File: config.mk
export PLATFORM = sky130hd
export DESIGN_NAME = tour_cmd_sequencer
export DESIGN_NICKNAME = d
export VERILOG_FILES = /design/src/rtl/tour_pkg.sv /design/src/rtl/knight_move_decode.sv /design/src/rtl/tour_cmd_sequencer.sv
export SDC_FILE = /design/constraint.sdc
export NUM_CORES = 1
export LEC_CHECK = 0
export CORE_ASPECT_RATIO = 1.75
export CORE_UTILIZATION = 49
export DETAILED_ROUTE_END_ITERATION = 6
export PLACE_DENSITY = 0.79
export SYNTH_ARGS = -nofsm -noshare
export SYNTH_HDL_FRONTEND = slang
export SYNTH_SLANG_ARGS = --single-unit
File: constraint.sdc
create_clock -name clk -period 2.1 [get_ports clk]
set_clock_uncertainty 0.15 [all_clocks]
set_input_delay 0.315 -clock clk [delete_from_list [all_inputs] [get_ports clk]]
set_output_delay 0.315 -clock clk [all_outputs]
set_load 0.02 [all_outputs]
File: src/rtl/tour_pkg.sv
// -----------------------------------------------------------------------------
// tour_pkg
// Shared definitions for the knight's-tour command path:
//   - tcs_state_t   : sequencer FSM states
//   - OP_*          : command-processor opcodes (plain move / move with fanfare)
//   - HDG_*         : robot headings for the four compass directions
//   - move_ofs()    : one-hot move bit -> (dy, dx) offset table
//   - *_leg_cmd()   : build the 16-bit {opcode, heading, squares} command words
// -----------------------------------------------------------------------------
package tour_pkg;

    typedef enum logic [2:0] {
        S_IDLE   = 3'd0,
        S_FETCH  = 3'd1,
        S_LOAD   = 3'd2,
        S_VERT   = 3'd3,
        S_WAIT_V = 3'd4,
        S_HORZ   = 3'd5,
        S_WAIT_H = 3'd6
    } tcs_state_t;

    localparam logic [3:0] OP_MOVE    = 4'h4;
    localparam logic [3:0] OP_MOVE_FF = 4'h5;

    localparam logic [7:0] HDG_N = 8'h00;
    localparam logic [7:0] HDG_S = 8'h7F;
    localparam logic [7:0] HDG_E = 8'hBF;
    localparam logic [7:0] HDG_W = 8'h3F;

    typedef struct packed {
        logic signed [2:0] dy;
        logic signed [2:0] dx;
    } move_ofs_t;

    // Knight move offsets, indexed by the set bit of the one-hot move.
    function automatic move_ofs_t move_ofs(input int unsigned b);
        move_ofs_t m;
        case (b)
            0:       m = '{dy:  3'sd2, dx:  3'sd1};
            1:       m = '{dy:  3'sd2, dx: -3'sd1};
            2:       m = '{dy:  3'sd1, dx: -3'sd2};
            3:       m = '{dy: -3'sd1, dx: -3'sd2};
            4:       m = '{dy: -3'sd2, dx: -3'sd1};
            5:       m = '{dy: -3'sd2, dx:  3'sd1};
            6:       m = '{dy: -3'sd1, dx:  3'sd2};
            7:       m = '{dy:  3'sd1, dx:  3'sd2};
            default: m = '{dy:  3'sd0, dx:  3'sd0};
        endcase
        return m;
    endfunction

    function automatic logic [3:0] abs_squares(input logic signed [2:0] d);
        logic [2:0] mag;
        mag = d[2] ? 3'(-d) : 3'(d);
        return {1'b0, mag};
    endfunction

    // Vertical leg: no fanfare, north for positive dy.
    function automatic logic [15:0] vert_leg_cmd(input move_ofs_t m);
        return {OP_MOVE, (m.dy > 3'sd0) ? HDG_N : HDG_S, abs_squares(m.dy)};
    endfunction

    // Horizontal leg: with fanfare, east for positive dx.
    function automatic logic [15:0] horz_leg_cmd(input move_ofs_t m);
        return {OP_MOVE_FF, (m.dx > 3'sd0) ? HDG_E : HDG_W, abs_squares(m.dx)};
    endfunction

endpackage

File: src/rtl/knight_move_decode.sv
// -----------------------------------------------------------------------------
// knight_move_decode
// Combinational decode of a one-hot knight move into the two robot commands.
// Ports:
//   mv       in  8   one-hot move
//   vert_cmd out 16  vertical-leg command word
//   horz_cmd out 16  horizontal-leg command word (with fanfare)
//   legal    out 1   mv has exactly one bit set
// Command words are only meaningful when legal is high.
// -----------------------------------------------------------------------------
module knight_move_decode
    import tour_pkg::*;
(
    input  logic [7:0]  mv,
    output logic [15:0] vert_cmd,
    output logic [15:0] horz_cmd,
    output logic        legal
);

    logic [15:0] w_vert_terms [8];
    logic [15:0] w_horz_terms [8];

    // Each bit contributes a constant command word; with a one-hot input the
    // OR of all terms is simply the word for the set bit.
    genvar gi;
    generate
        for (gi = 0; gi < 8; gi++) begin : g_bit
            localparam move_ofs_t   OFS   = move_ofs(gi);
            localparam logic [15:0] V_CMD = vert_leg_cmd(OFS);
            localparam logic [15:0] H_CMD = horz_leg_cmd(OFS);
            assign w_vert_terms[gi] = mv[gi] ? V_CMD : 16'h0000;
            assign w_horz_terms[gi] = mv[gi] ? H_CMD : 16'h0000;
        end
    endgenerate

    always_comb begin
        vert_cmd = 16'h0000;
        horz_cmd = 16'h0000;
        for (int i = 0; i < 8; i++) begin
            vert_cmd = vert_cmd | w_vert_terms[i];
            horz_cmd = horz_cmd | w_horz_terms[i];
        end
    end

    // Exactly one bit set: non-zero and clearing the lowest set bit leaves zero.
    assign legal = (mv != 8'h00) && ((mv & (mv - 8'd1)) == 8'h00);

endmodule

File: src/rtl/tour_cmd_sequencer.sv
// -----------------------------------------------------------------------------
// tour_cmd_sequencer
// Replays a solved knight's tour as robot motion commands. Each one-hot move
// read from the move memory becomes a vertical leg then a horizontal leg, each
// handed to the command mux over a cmd_rdy / clr_cmd_rdy handshake, with
// send_resp marking completion of the issued leg.
// Ports:
//   clk, rst          clock, synchronous active-high reset
//   start        in   pulse, begin replay (ignored while busy)
//   mv_addr      out  move-memory read address (registered)
//   mv_data      in   one-hot move, valid the cycle after mv_addr
//   cmd          out  {opcode, heading, squares}
//   cmd_rdy      out  cmd pending
//   clr_cmd_rdy  in   consumer accepted cmd
//   send_resp    in   issued leg completed
//   busy         out  not idle
//   done         out  pulse, tour finished
//   err          out  pulse, fetched move not one-hot
// -----------------------------------------------------------------------------
module tour_cmd_sequencer
    import tour_pkg::*;
#(
    parameter int NUM_MOVES = 24,
    parameter int MV_AW     = 5
) (
    input  logic             clk,
    input  logic             rst,
    input  logic             start,
    output logic [MV_AW-1:0] mv_addr,
    input  logic [7:0]       mv_data,
    output logic [15:0]      cmd,
    output logic             cmd_rdy,
    input  logic             clr_cmd_rdy,
    input  logic             send_resp,
    output logic             busy,
    output logic             done,
    output logic             err
);

    localparam logic [MV_AW-1:0] LAST_IDX = MV_AW'(NUM_MOVES - 1);
    localparam logic [MV_AW-1:0] IDX_ONE  = MV_AW'(1);

    tcs_state_t       r_state, w_state_next;
    logic [MV_AW-1:0] r_idx, w_idx_next;
    logic [MV_AW-1:0] r_addr, w_addr_next;
    logic [7:0]       r_mv, w_mv_next;
    logic [15:0]      r_cmd, w_cmd_next;
    logic             r_cmd_rdy, r_busy, r_done, r_err;
    logic             w_done_next, w_err_next;

    logic [7:0]       w_dec_mv;
    logic [15:0]      w_vert_cmd, w_horz_cmd;
    logic             w_legal;

    // In LOAD the decoder sees the live memory data; afterwards it sees the
    // captured move so the horizontal leg can be built when WAIT_V completes.
    assign w_dec_mv = (r_state == S_LOAD) ? mv_data : r_mv;

    knight_move_decode u_decode (
        .mv       (w_dec_mv),
        .vert_cmd (w_vert_cmd),
        .horz_cmd (w_horz_cmd),
        .legal    (w_legal)
    );

    always_comb begin
        w_state_next = r_state;
        w_idx_next   = r_idx;
        w_addr_next  = r_addr;
        w_mv_next    = r_mv;
        w_cmd_next   = r_cmd;
        w_done_next  = 1'b0;
        w_err_next   = 1'b0;

        case (r_state)
            S_IDLE: begin
                if (start) begin
                    w_idx_next   = '0;
                    w_addr_next  = '0;
                    w_state_next = S_FETCH;
                end
            end
            S_FETCH: begin
                // mv_addr was set on entry; the memory reads it this cycle.
                w_state_next = S_LOAD;
            end
            S_LOAD: begin
                w_mv_next = mv_data;
                if (w_legal) begin
                    w_cmd_next   = w_vert_cmd;
                    w_state_next = S_VERT;
                end else begin
                    w_err_next   = 1'b1;
                    w_state_next = S_IDLE;
                end
            end
            S_VERT: begin
                if (clr_cmd_rdy) begin
                    w_state_next = S_WAIT_V;
                end
            end
            S_WAIT_V: begin
                if (send_resp) begin
                    w_cmd_next   = w_horz_cmd;
                    w_state_next = S_HORZ;
                end
            end
            S_HORZ: begin
                if (clr_cmd_rdy) begin
                    w_state_next = S_WAIT_H;
                end
            end
            S_WAIT_H: begin
                if (send_resp) begin
                    if (r_idx == LAST_IDX) begin
                        w_done_next  = 1'b1;
                        w_state_next = S_IDLE;
                    end else begin
                        w_idx_next   = r_idx + IDX_ONE;
                        w_addr_next  = r_idx + IDX_ONE;
                        w_state_next = S_FETCH;
                    end
                end
            end
            default: begin
                w_state_next = S_IDLE;
            end
        endcase
    end

    always_ff @(posedge clk) begin
        if (rst) begin
            r_state   <= S_IDLE;
            r_idx     <= '0;
            r_addr    <= '0;
            r_mv      <= 8'h00;
            r_cmd     <= 16'h0000;
            r_cmd_rdy <= 1'b0;
            r_busy    <= 1'b0;
            r_done    <= 1'b0;
            r_err     <= 1'b0;
        end else begin
            r_state   <= w_state_next;
            r_idx     <= w_idx_next;
            r_addr    <= w_addr_next;
            r_mv      <= w_mv_next;
            r_cmd     <= w_cmd_next;
            // Flags follow the state being entered so they line up with it.
            r_cmd_rdy <= (w_state_next == S_VERT) || (w_state_next == S_HORZ);
            r_busy    <= (w_state_next != S_IDLE);
            r_done    <= w_done_next;
            r_err     <= w_err_next;
        end
    end

    assign mv_addr = r_addr;
    assign cmd     = r_cmd;
    assign cmd_rdy = r_cmd_rdy;
    assign busy    = r_busy;
    assign done    = r_done;
    assign err     = r_err;

endmodule

==> results of run 1 <==
## state kept, by name, indices dropped and copies added, names as in the netlist
register  flops
busy          1
r_state       3
cmd           7
r_mv          8
cmd_rdy       1
done          1
mv_addr       5
err           1
## placed cells by master, fill, tap and decap left out, types with 4 or more instances in the layout
cell	count
conb_1	4
nand3_1	5
xnor2_1	5
dfxtp_1	27
nor2b_1	4
nand2_1	24
nor3_1	10
clkdlybuf4s50_1	29
nor2_1	15
buf_4	28
o21ai_0	5
dlygate4sd2_1	4
mux2i_1	4
a21oi_1	16
## path summary, 6_finish.rpt
check                           startpoint      end  slack (ns)  cells after the start
worst min-delay path                cmd[1]   cmd[1]        0.32                      2
worst min register to register      cmd[1]   cmd[1]        0.32                      2
worst max register to register     r_mv[1]  cmd_rdy        0.12                      7
worst max-delay path            mv_data[0]  cmd_rdy        0.06                      6
## timing repair
item                       4_1_cts  5_1_grt
pin swaps                        1        2
resized for setup                8        8
setup endpoints to repair        8        6
## metrics by stage
step           hold WS [ns]  TNS [ns]  utilization [%]  total power [µW]  setup WS (ns)
6_report              0.316         0             69.7              1090         0.0642
5_1_grt               0.348         0             69.7              1120        0.00370
4_1_cts               0.318         0             68.7              1070         0.0104
3_5_place_dp          0.306     -3.83             66.8               782         -0.463
3_3_place_gp          0.304     -3.21             66.8               779         -0.384
2_1_floorplan         0.301         0                -               672          0.166
## metal layers
layer | up-vias | GRT usage (%) | wire, µm
met4 | 0 | 11.2 | 93
met2 | 50 | 44.9 | 2250
li1 | 805 | - | -
met3 | 11 | 2.33 | 118
met1 | 759 | 28.8 | 1660
met5 | - | 0 | 0
## power groups by stage
stage / sequential, µW / combinational, µW / clock, µW
2_1_floorplan: 552 / 120 / 0
3_3_place_gp: 544 / 235 / 0
3_5_place_dp: 545 / 237 / 0
4_1_cts: 533 / 239 / 300
5_1_grt: 535 / 273 / 316
6_report: 533 / 253 / 301
## logic make-up (layout without fill, tap and decap cells)
kind of cell             Yosys count  in the layout
AO/OA/AOI/OAI                     49             49
XOR/XNOR                           6              6
adder cells (fa/ha/maj)            2              2
buffers and inverters             21             68
flip-flops                        27             27
multiplexers                       5              5
other                              1              4
AND/OR/NAND/NOR                   84             84
## worst max-delay path, cell delays in order
cell           delay [ns]
dlygate4sd2_1        0.31
or4_4                0.58
nor4_4               0.27
nor4_4               0.09
o211a_1              0.26
a311oi_2             0.23
## final cells by class
class | instances | area share (%)
Inverter | 3 | 0.514
Sequential cell | 27 | 24.7
Tap cell | 43 | 2.46
Timing Repair Buffer | 61 | 24.4
Multi-Input combinational cell | 150 | 45.9
Clock buffer | 4 | 2.06
==> flow_metrics.py, run 1 <==
metrics = {
    "run_status": {
        "status": "finished, final reports clean",
    },
    "clocking": {
        "clock_path_buffers": 2,
        "cts.sinks": 27,
        "numCtsBuffers": 3,
        "cts-htree-levels": 1,
        "cts-root-buf": "clkbuf_8",
        "cts_tree": "done",
        "post_cts_buffers": 0,
        "clk-insertion-delay-late_ns": 0.27,
        "path_clk_slew_ns": 0.10,
        "ctsHoldBuffers": 0,
    },
    "pwr": {
        "ir_drop_mv": 0.485,
        "switching_power_uw": 312,
        "clockPowerShare_pct": 27.7,
        "leakage_uw": 0.000806,
        "combPwrFrac_pct": 23.3,
        "pwr-share-seq_pct": 49.0,
        "swShare_pct": 28.7,
        "p_int_uw": 776,
        "pwr_density_cell_mw_per_mm2": 496,
    },
    "routing": {
        "drc": 0,
        "drt_wl_total_mm": 4.12,
        "ant_nets": 0,
        "vias": 1625,
        "first_pass_iters": 4,
        "drt-vias-per-instance": 5.64,
        "avgRoutedWirePerCell_um": 14.3,
        "drt_iter0_drc": 32,
    },
    "synthesis": {
        "synth_top_area_share_pct": 33.6,
        "synth_fa_ha_area_share_pct": 1.40,
        "syn_avg_cell_area_um2": 8.25,
        "ys_types": 55,
        "yosysMostFrequentCell": "dfxtp_1",
        "synthFlopType": "dfxtp_1",
        "synthTopCellsByCount": "dfxtp_1, nand2_1, a21oi_1, nor2_1",
        "syn_inst": 195,
        "muxShareOfSynthArea_pct": 3.19,
        "synth_seq_cells": 27,
        "yosys_warnings": 0,
        "synth_area_mm2": 0.00161,
        "synth_edf_count": 0,
        "async_flop_share_pct": 0,
        "synth_compound_area_share_pct": 21.6,
        "synth_top_family_by_area": "simple AND/OR/NAND/NOR gates",
        "synth_seq_area_share_pct": 33.6,
        "yosys.area_share.simple_pct": 28.9,
        "synth_xor_area_share_pct": 3.27,
        "yosys.area.top_type": "dfxtp_1",
        "synth_area_leaders": "dfxtp_1, nand2_1, a21oi_1, buf_4, nor2_1",
    },
    "final_layout": {
        "final_cells": 288,
        "fin_nets": 260,
        "seqCellArea_um2": 541,
        "fillers": 292,
        "diodes": 0,
        "multi_input_area_mm2": 0.00100,
        "drive_gt1_share_pct": 20.4,
        "stdcell_area_mm2": 0.00219,
        "area_growth_pct": 36.3,
    },
    "die": {
        "fp.dieArea_mm2": 0.00352,
        "die_h_um": 77.8,
        "rows": 27,
        "core_mm2": 0.00314,
        "die_w_um": 45.3,
        "initial_core_util_pct": 51.2,
        "pin_count": 38,
    },
    "global_routing": {
        "antenna_found_initial": 0,
        "gr-usage-all-layers_pct": 25.3,
        "grt_max_degree": 18,
        "grt_first_pass_wirelength_mm": 6.78,
        "grt_pass1_vias": 1547,
        "grt-ovfl-total": 0,
    },
    "placement": {
        "place_area_mm2": 0.00210,
        "hpwl_mm": 3.14,
        "dp.cells": 284,
        "gp_congestion": 0.887,
        "io_buffers": 33,
    },
    "timing": {
        "fmax_mhz": 491,
        "setup_viol": 0,
        "final-max-slew-violation-count": 0,
        "rsz0062_at_grt": "false",
        "min_period_ns": 2.04,
        "finalCritPeriodShare_pct": 96.9,
        "final_hold_viol_count": 0,
    },
    "setup_path": {
        "crit_fanout": 6,
        "endpoint_kind": "flip-flop",
        "timing.critical_path.from_type": "primary input",
        "required_ns": 2.14,
        "crit_type": "in2reg",
        "worstPathArrival_ns": 2.08,
    },
    "worst_hold_path": {
        "worstHoldPathType": "reg2reg",
    },
    "run": {
        "drv_cap": 0,
    },
}
Note: power is estimated with default switching activity, not from simulation.
==> inputs of run 2 (changes only) <==
HOLD_SLACK_MARGIN = 0.1   (was not set)
SLEW_MARGIN = 20   (was not set)
==> results of run 2 <==
The final DEF is identical to that of run 1; final timing and power are the same.
==> inputs of run 3 (changes only) <==
CAP_MARGIN = 25   (was not set)
GPL_TIMING_DRIVEN = 1   (was not set)
==> results of run 3 <==
The final DEF is identical to that of run 1; final timing and power are the same.
